File: config.mk
export PLATFORM = sky130hd
export DESIGN_NAME = adv7511_i2c_target
export DESIGN_NICKNAME = d
export VERILOG_FILES = /design/src/rtl/hdmi_pkg.sv /design/src/rtl/i2c_sync_edge.sv /design/src/rtl/adv7511_i2c_target.sv
export SDC_FILE = /design/constraint.sdc
export NUM_CORES = 2
export LEC_CHECK = 0
export BUFFER_PORTS_ARGS = -buffer_cell sky130_fd_sc_hd__buf_2
export CORE_ASPECT_RATIO = 1.75
export CORE_MARGIN = 2
export CORE_UTILIZATION = 26
export CTS_BUF_LIST = sky130_fd_sc_hd__clkbuf_2 sky130_fd_sc_hd__clkbuf_4 sky130_fd_sc_hd__clkbuf_8
export DETAILED_ROUTE_END_ITERATION = 8
export MAX_ROUTING_LAYER = met4
export PLACE_DENSITY_LB_ADDON = 0.1
export SETUP_SLACK_MARGIN = 0.02
export SYNTH_ARGS = -nofsm -noshare
export SYNTH_HDL_FRONTEND = slang
export SYNTH_HIERARCHICAL = 1
export SYNTH_SLANG_ARGS = --single-unit
File: constraint.sdc
create_clock -name clk_i -period 6.6 [get_ports clk_i]
set_clock_uncertainty 0.1 [all_clocks]
set_input_delay 0.33 -clock clk_i [delete_from_list [all_inputs] [get_ports clk_i]]
set_output_delay 0.33 -clock clk_i [all_outputs]
set_load 0.03 [all_outputs]
File: src/rtl/hdmi_pkg.sv
// Shared HDMI control package.
// Holds the I2C direction constants used by the initiator and the target,
// and the state encoding of the ADV7511-style I2C register target.
package hdmi_pkg;

    localparam logic I2C_WRITE = 1'b0;
    localparam logic I2C_READ  = 1'b1;

    typedef enum logic [3:0] {
        ST_IDLE,
        ST_ADDR,
        ST_ADDR_ACK,
        ST_PTR,
        ST_PTR_ACK,
        ST_WDATA,
        ST_WDATA_ACK,
        ST_RDATA,
        ST_RDATA_ACK,
        ST_IGNORE
    } i2c_state_e;

endpackage

File: src/rtl/i2c_sync_edge.sv
// Input synchronizer with edge detection for one I2C bus line.
// Ports:
//   clk_i   - system clock
//   rst_ni  - synchronous active-low reset (chain resets to 1 = idle bus)
//   d_i     - asynchronous bus line
//   level_o - synchronized line level
//   rise_o  - one-cycle pulse on synchronized 0->1
//   fall_o  - one-cycle pulse on synchronized 1->0
module i2c_sync_edge #(
    parameter int SYNC_STAGES = 2
) (
    input  logic clk_i,
    input  logic rst_ni,
    input  logic d_i,
    output logic level_o,
    output logic rise_o,
    output logic fall_o
);

    logic [SYNC_STAGES-1:0] sync_q;
    logic                   prev_q;

    always_ff @(posedge clk_i) begin
        if (!rst_ni) begin
            sync_q <= '1;
            prev_q <= 1'b1;
        end else begin
            sync_q <= {sync_q[SYNC_STAGES-2:0], d_i};
            prev_q <= sync_q[SYNC_STAGES-1];
        end
    end

    assign level_o = sync_q[SYNC_STAGES-1];
    assign rise_o  = sync_q[SYNC_STAGES-1] & ~prev_q;
    assign fall_o  = ~sync_q[SYNC_STAGES-1] & prev_q;

endmodule

File: src/rtl/adv7511_i2c_target.sv
// I2C register target with a 256 x 8 register file, modelled on the
// ADV7511 main map access scheme: address byte, pointer byte, then data
// bytes with pointer auto-increment (write) or sequential read.
// Ports:
//   clk_i, rst_ni          - system clock, synchronous active-low reset
//   scl_i, sda_i           - bus lines as seen on the wire
//   sda_oe_o               - 1 pulls SDA low (open drain)
//   wr_valid_o/addr/data   - one-cycle notification of each bus register write
//   rd_addr_i, rd_data_o   - combinational side-port read of the register file
//   busy_o                 - target is addressed and engaged in a transfer
//
// state        | meaning
// IDLE         | bus free or target not engaged
// ADDR         | shifting in address + R/W
// ADDR_ACK     | acknowledging our address
// PTR          | shifting in register pointer
// PTR_ACK      | acknowledging pointer
// WDATA        | shifting in write data
// WDATA_ACK    | acknowledging write data
// RDATA        | shifting out read data
// RDATA_ACK    | sampling initiator ACK/NACK
// IGNORE       | not addressed / read ended; wait for START or STOP
module adv7511_i2c_target
    import hdmi_pkg::*;
#(
    parameter logic [6:0] DEV_ADDR    = 7'h39,
    parameter int         SYNC_STAGES = 2
) (
    input  logic       clk_i,
    input  logic       rst_ni,
    input  logic       scl_i,
    input  logic       sda_i,
    output logic       sda_oe_o,
    output logic       wr_valid_o,
    output logic [7:0] wr_addr_o,
    output logic [7:0] wr_data_o,
    input  logic [7:0] rd_addr_i,
    output logic [7:0] rd_data_o,
    output logic       busy_o
);

    logic       scl, scl_rise, scl_fall;
    logic       sda, sda_rise, sda_fall;
    i2c_state_e state, state_next;
    logic [3:0] bit_cnt;
    logic [7:0] shift;
    logic [7:0] ptr;
    logic       rw;
    logic       ack_drv;   // target ACK: set at first SCL fall, cleared at the second
    logic       mack;      // initiator ACK seen during RDATA_ACK
    logic       busy;
    logic [7:0] regs [256];

    i2c_sync_edge #(.SYNC_STAGES(SYNC_STAGES)) u_scl (
        .clk_i   (clk_i),
        .rst_ni  (rst_ni),
        .d_i     (scl_i),
        .level_o (scl),
        .rise_o  (scl_rise),
        .fall_o  (scl_fall)
    );

    i2c_sync_edge #(.SYNC_STAGES(SYNC_STAGES)) u_sda (
        .clk_i   (clk_i),
        .rst_ni  (rst_ni),
        .d_i     (sda_i),
        .level_o (sda),
        .rise_o  (sda_rise),
        .fall_o  (sda_fall)
    );

    logic       start_det, stop_det, bus_evt, byte_done, addr_match, reg_we;
    logic [7:0] rx_byte;

    assign start_det  = sda_fall & scl;
    assign stop_det   = sda_rise & scl;
    assign bus_evt    = start_det | stop_det;
    assign byte_done  = scl_rise && (bit_cnt == 4'd7);
    assign rx_byte    = {shift[6:0], sda};
    assign addr_match = (rx_byte[7:1] == DEV_ADDR);
    assign reg_we     = !bus_evt && (state == ST_WDATA) && byte_done;

    always_ff @(posedge clk_i) begin
        if (!rst_ni) begin
            state <= ST_IDLE;
        end else begin
            state <= state_next;
        end
    end

    always_comb begin
        state_next = state;
        if (start_det) begin
            state_next = ST_ADDR;
        end else if (stop_det) begin
            state_next = ST_IDLE;
        end else begin
            case (state)
                ST_ADDR:      if (byte_done) state_next = addr_match ? ST_ADDR_ACK : ST_IGNORE;
                ST_ADDR_ACK:  if (scl_fall && ack_drv)
                                  state_next = (rw == I2C_READ) ? ST_RDATA : ST_PTR;
                ST_PTR:       if (byte_done) state_next = ST_PTR_ACK;
                ST_PTR_ACK:   if (scl_fall && ack_drv) state_next = ST_WDATA;
                ST_WDATA:     if (byte_done) state_next = ST_WDATA_ACK;
                ST_WDATA_ACK: if (scl_fall && ack_drv) state_next = ST_WDATA;
                ST_RDATA:     if (scl_fall && bit_cnt == 4'd8) state_next = ST_RDATA_ACK;
                ST_RDATA_ACK: begin
                    if (scl_rise && sda) state_next = ST_IGNORE;
                    else if (scl_fall && mack) state_next = ST_RDATA;
                end
                default:      state_next = state;
            endcase
        end
    end

    always_comb begin
        case (state)
            ST_ADDR_ACK, ST_PTR_ACK, ST_WDATA_ACK: sda_oe_o = ack_drv;
            ST_RDATA:                              sda_oe_o = ~shift[7];
            default:                               sda_oe_o = 1'b0;
        endcase
        busy_o = busy;
    end

    always_ff @(posedge clk_i) begin
        if (!rst_ni) begin
            bit_cnt    <= '0;
            shift      <= '0;
            ptr        <= '0;
            rw         <= I2C_WRITE;
            ack_drv    <= 1'b0;
            mack       <= 1'b0;
            busy       <= 1'b0;
            wr_valid_o <= 1'b0;
            wr_addr_o  <= '0;
            wr_data_o  <= '0;
        end else begin
            wr_valid_o <= 1'b0;
            if (bus_evt) begin
                // Any partial byte is dropped; busy survives a repeated START.
                bit_cnt <= '0;
                ack_drv <= 1'b0;
                mack    <= 1'b0;
                if (stop_det) busy <= 1'b0;
            end else begin
                case (state)
                    ST_ADDR, ST_PTR, ST_WDATA: if (scl_rise) begin
                        shift   <= rx_byte;
                        bit_cnt <= byte_done ? 4'd0 : bit_cnt + 4'd1;
                        if (byte_done) begin
                            if (state == ST_ADDR) begin
                                rw   <= rx_byte[0];
                                busy <= addr_match;
                            end else if (state == ST_PTR) begin
                                ptr <= rx_byte;
                            end else begin
                                wr_valid_o <= 1'b1;
                                wr_addr_o  <= ptr;
                                wr_data_o  <= rx_byte;
                                ptr        <= ptr + 8'd1;
                            end
                        end
                    end
                    ST_ADDR_ACK, ST_PTR_ACK, ST_WDATA_ACK: if (scl_fall) begin
                        ack_drv <= ~ack_drv;
                        if (ack_drv && state == ST_ADDR_ACK && rw == I2C_READ)
                            shift <= regs[ptr];
                    end
                    ST_RDATA: begin
                        if (scl_rise) bit_cnt <= bit_cnt + 4'd1;
                        if (scl_fall) begin
                            if (bit_cnt == 4'd8) begin
                                bit_cnt <= '0;
                                ptr     <= ptr + 8'd1;
                            end else begin
                                shift <= {shift[6:0], 1'b0};
                            end
                        end
                    end
                    ST_RDATA_ACK: begin
                        if (scl_rise) begin
                            if (!sda) mack <= 1'b1;
                            else      busy <= 1'b0;
                        end
                        if (scl_fall && mack) begin
                            mack  <= 1'b0;
                            shift <= regs[ptr];
                        end
                    end
                    default: ;
                endcase
            end
        end
    end

    always_ff @(posedge clk_i) begin
        if (!rst_ni) begin
            for (int i = 0; i < 256; i++) regs[i] <= 8'h00;
        end else if (reg_we) begin
            regs[ptr] <= rx_byte;
        end
    end

    // Registered write: a same-cycle side read still returns the old value.
    assign rd_data_o = regs[rd_addr_i];

endmodule

==> impl_summary.txt <==
----------------------------------------------------
[Status]
  Outcome ... complete, no violations

[Layout]
  Number of inserted filler cells in the final layout ... 43566
  Multi-input combinational cell area ... approximately 47000 um2
  Area growth, synth to finish ... 11.9%
  Net count of the finished layout ... 7590
  Flip-flop and latch area ... 62700 um2
  Share of layout cells above drive strength 1 ... 26.9%

[Timing]
  Final Hold Violating Endpoints ... 0
  Final hold slack ... around 210 ps
  Summed negative setup slack over all endpoints ... 0 ps
  RSZ-0062 raised after global routing ... no
  Peak Freq ... 0.194 GHz
  Slew at the pin closest to its max-slew limit ... between 1000 and 1500 ps
  Final Max Slew Viols ... 0
  Final setup violation count ... 0
  Final cycle utilization of the critical path ... approximately four fifths
  Final min period ... 5160 ps
  Worst slew margin relative to its limit ... 5.05%

[Yosys]
  Post-synthesis average cell area ... 14.4 um2
  Top_reg_cell synth ... sky130_fd_sc_hd__edfxtp_1
  Number of enable-type register cells in the synthesized netlist ... 2048
  Most area-hungry cell type in the Yosys netlist ... sky130_fd_sc_hd__edfxtp_1
  Most frequent cells after synthesis ... sky130_fd_sc_hd__edfxtp_1 (2048), sky130_fd_sc_hd__and3_1 (1658), sky130_fd_sc_hd__mux4_2 (1119)
  Top post-synthesis cells by area ... sky130_fd_sc_hd__edfxtp_1 (54%), sky130_fd_sc_hd__mux4_2 (22%), sky130_fd_sc_hd__and3_1 (9.1%), sky130_fd_sc_hd__clkbuf_1 (2.6%), sky130_fd_sc_hd__nand2_1 (1.9%)
  Flip-flop and latch count after synthesis ... between 2000 and 2500
  Number of warnings reported in the yosys synthesis log ... 6
  Part of the Yosys area used for sequential elements ... around 55%
  Synth Net Count ... slightly below 8000
  Share of async-settable or async-resettable flops after synthesis ... 0%
  Portion of synthesized cell area occupied by the leading cell type ... 54.0%
  Mapped Area ... 114000 um2
  Unique masters post-synth ... roughly 70
  Cells after synthesis ... 7922
  Leading cell type by number of instances after synthesis ... sky130_fd_sc_hd__edfxtp_1

[Routing]
  Total Routed Length ... 508000 um
  Starting DRC count in detailed routing ... around 7500
  TritonRoute pass-1 iters ... 6
  Number of vias after detailed routing ... 74826
  DRC violations left ... 0
  Antenna Violating Nets Remaining ... 0
  Mean number of vias per cell ... ~5.5
  DR WL/cell ... 37.1 um

[Placed design]
  Count of port buffers added during placement ... 38
  Routability cong. ... roughly 0.86
  DP HPWL ... 340000 um

[GRT]
  Number of global-route vias before repair ... a little under 80000
  Number of antenna violations at the first check in global routing ... 34
  Pin count of the biggest net entering global routing ... 137
  Wire length of the first global-routing pass ... around 690000 um
  Remaining global-route overflow ... 0
  Overall routing resource usage ... 23.0%

[Floorplan]
  Die W ... 504 um
  Placement row count ... 321
  Area inside the core boundary ... around 440000 um2
  Number of top-level design ports ... 39
  Die area ... 444000 um2
  Initial cell density of the core ... between 20% and 30%
  Floorplan die height ... roughly 880 um

[Power]
  Leakage power summed over all cells ... around 47 nW
  Power after layout ... about 0.031 W
  Power Dens Cells ... approximately 250 nW/um2
  Max IR drop VDD ... 0.000168 V

[Hold path]
  Hold Crit Class ... primary input to flop
  Capture endpoint of the worst hold path ... u_scl/prev_q
  Launch point of the worst hold path ... rst_ni
  Cell depth of the worst min-delay path ... 3

[Worst setup path]
  Kind of end point of the critical path ... primary output
  Worst endpoint data arrival time ... 4730 ps
  Startpoint-to-endpoint class of the critical path ... flop to primary output
  Startpoint type of the worst setup path ... flop
  Worst reg2reg path endpoint ... shift[7]
  Timing startpoint of the critical path ... regs[40][5]
  Length in cells of the worst reg-to-reg path ... 9
  Critical path required time ... approximately 6000 ps
  Worst-case register-to-register setup slack ... between 1500 and 2000 ps
  Critical-path maximum fanout ... 2

[Clocking]
  Clock transition time at the flip-flop clock pins of the worst setup and hold paths ... ~60 ps
  TritonCTS clock tree ... built
  Number of clock sinks ... 2107
  Clock root buffer ... sky130_fd_sc_hd__clkbuf_8
  CTS buffer count ... around 360
  Max H-tree Level ... 5
  Largest buffer count on any clock path ... 4
  Post-CTS Resized ... 0
  Worst skew pair latency ... around 1100 ps

[Run]
  Max-capacitance violation count ... 0

----------------------------------------------------
-- power by group --
group	switching (W)	internal [W]	leakage (nW)	total, W
registers	0.000512	0.0153	20.0	0.0158
logic	0.00204	0.00117	22.8	0.00322
clock network	0.00612	0.00633	3.65	0.0125
total	0.00867	0.0228	46.5	0.0315
-- registers in the layout, indices dropped and copies added, names as in the netlist, named ones only --
signal,cells
u_scl/sync_q,2
wr_addr_o,8
u_sda/sync_q,2
wr_valid_o,1
u_scl/prev_q,1
wr_data_o,8
shift,8
bit_cnt,4
u_sda/prev_q,1
ack_drv,1
regs,2048
busy_o,1
ptr,8
state,4
rw,1
mack,1
-- kinds of logic after synthesis --
logic type      Yosys count  synth area share [%]
buf+inv                1064                  4.10
mux                    1289                  23.6
xor+xnor                  2                0.0154
compound gates          525                  3.12
fa+ha+maj                 7                0.0747
flops                  2107                  55.0
simple gates           2928                  14.0
-- worst max path at each step --
stage | endpoint | cells after the start
finish | rd_data_o[5] | 7
detailed placement | shift[7] | 9
global route | regs[114][6] | 10
global placement | shift[7] | 8
CTS | rd_data_o[5] | 7
floorplan | regs[119][0] | 11
-- layer usage --
layer	GRT usage, %	vias to the layer above	wire (um)
met2	42.4	2708	278000
met3	2.29	760	19700
met4	10.4	0	26800
met5	-	-	0
met1	24.7	40517	183000
li1	-	30841	-
-- what timing repair did --
item,in CTS,in global routing
hold buffers,7,0
hold endpoints to repair,37,0
buffers inserted,0,0
-- worst max-delay path, cell delays in order, from the launching register on --
cell and delay (ps):
sky130_fd_sc_hd__edfxtp_1 450, sky130_fd_sc_hd__mux4_2 520, sky130_fd_sc_hd__mux4_2 520, sky130_fd_sc_hd__a22oi_1 660, sky130_fd_sc_hd__a21oi_1 340, sky130_fd_sc_hd__nor3_1 610, sky130_fd_sc_hd__a21oi_1 270, sky130_fd_sc_hd__buf_2 270
-- metrics by stage --
| stage | area [um2] | utilization (%) | setup slack, ps | std cells |
|---|---|---|---|---|
| 2_1_floorplan | 114000 | - | 3540 | 7922 |
| 3_3_place_gp | 120000 | 27.6 | 966 | 13015 |
| 3_5_place_dp | 120000 | 27.6 | 1380 | 13020 |
| 4_1_cts | 127000 | 29.2 | 1250 | 13655 |
| 5_1_grt | 127000 | 29.2 | 1290 | 13680 |
| 6_report | 127000 | 29.2 | 1440 | 13691 |
-- placed cells by master (no fill, tap or decap), types with 12 or more instances in the layout --
master	instances
sky130_fd_sc_hd__clkinvlp_4	13
sky130_fd_sc_hd__mux4_2	1119
sky130_fd_sc_hd__and3_1	1653
sky130_fd_sc_hd__a211oi_1	17
sky130_fd_sc_hd__dfxtp_4	12
sky130_fd_sc_hd__clkinv_1	84
sky130_fd_sc_hd__and2_1	166
sky130_fd_sc_hd__a22oi_1	122
sky130_fd_sc_hd__nor3_1	38
sky130_fd_sc_hd__nor2b_1	22
sky130_fd_sc_hd__diode_2	35
sky130_fd_sc_hd__nand2b_1	26
sky130_fd_sc_hd__a22o_1	12
sky130_fd_sc_hd__clkinv_2	46
sky130_fd_sc_hd__mux2i_1	144
sky130_fd_sc_hd__o21ai_0	68
sky130_fd_sc_hd__nor2_4	20
sky130_fd_sc_hd__o22ai_1	42
sky130_fd_sc_hd__buf_4	221
sky130_fd_sc_hd__dfxtp_1	46
sky130_fd_sc_hd__o221ai_1	50
sky130_fd_sc_hd__nand3_1	27
sky130_fd_sc_hd__clkbuf_8	367
sky130_fd_sc_hd__a31oi_1	12
sky130_fd_sc_hd__a21oi_1	120
sky130_fd_sc_hd__buf_12	71
sky130_fd_sc_hd__mux2_2	25
sky130_fd_sc_hd__buf_2	34
sky130_fd_sc_hd__nand2_1	570
sky130_fd_sc_hd__a221oi_1	27
sky130_fd_sc_hd__edfxtp_1	2048
sky130_fd_sc_hd__nand4_1	16
sky130_fd_sc_hd__clkbuf_4	99
sky130_fd_sc_hd__bufinv_16	16
sky130_fd_sc_hd__nor2_1	328
-- cell type report --
class / instances / share of cell area, %
Antenna cell: 35 / 0.0687
Sequential cell: 2107 / 49.2
Clock buffer: 465 / 4.53
Multi-Input combinational cell: 4751 / 36.8
Clock inverter: 163 / 0.916
Tap cell: 5814 / 5.71
Timing Repair Buffer: 341 / 2.69
Inverter: 15 / 0.0510
Power figures use the tool's default switching activity.
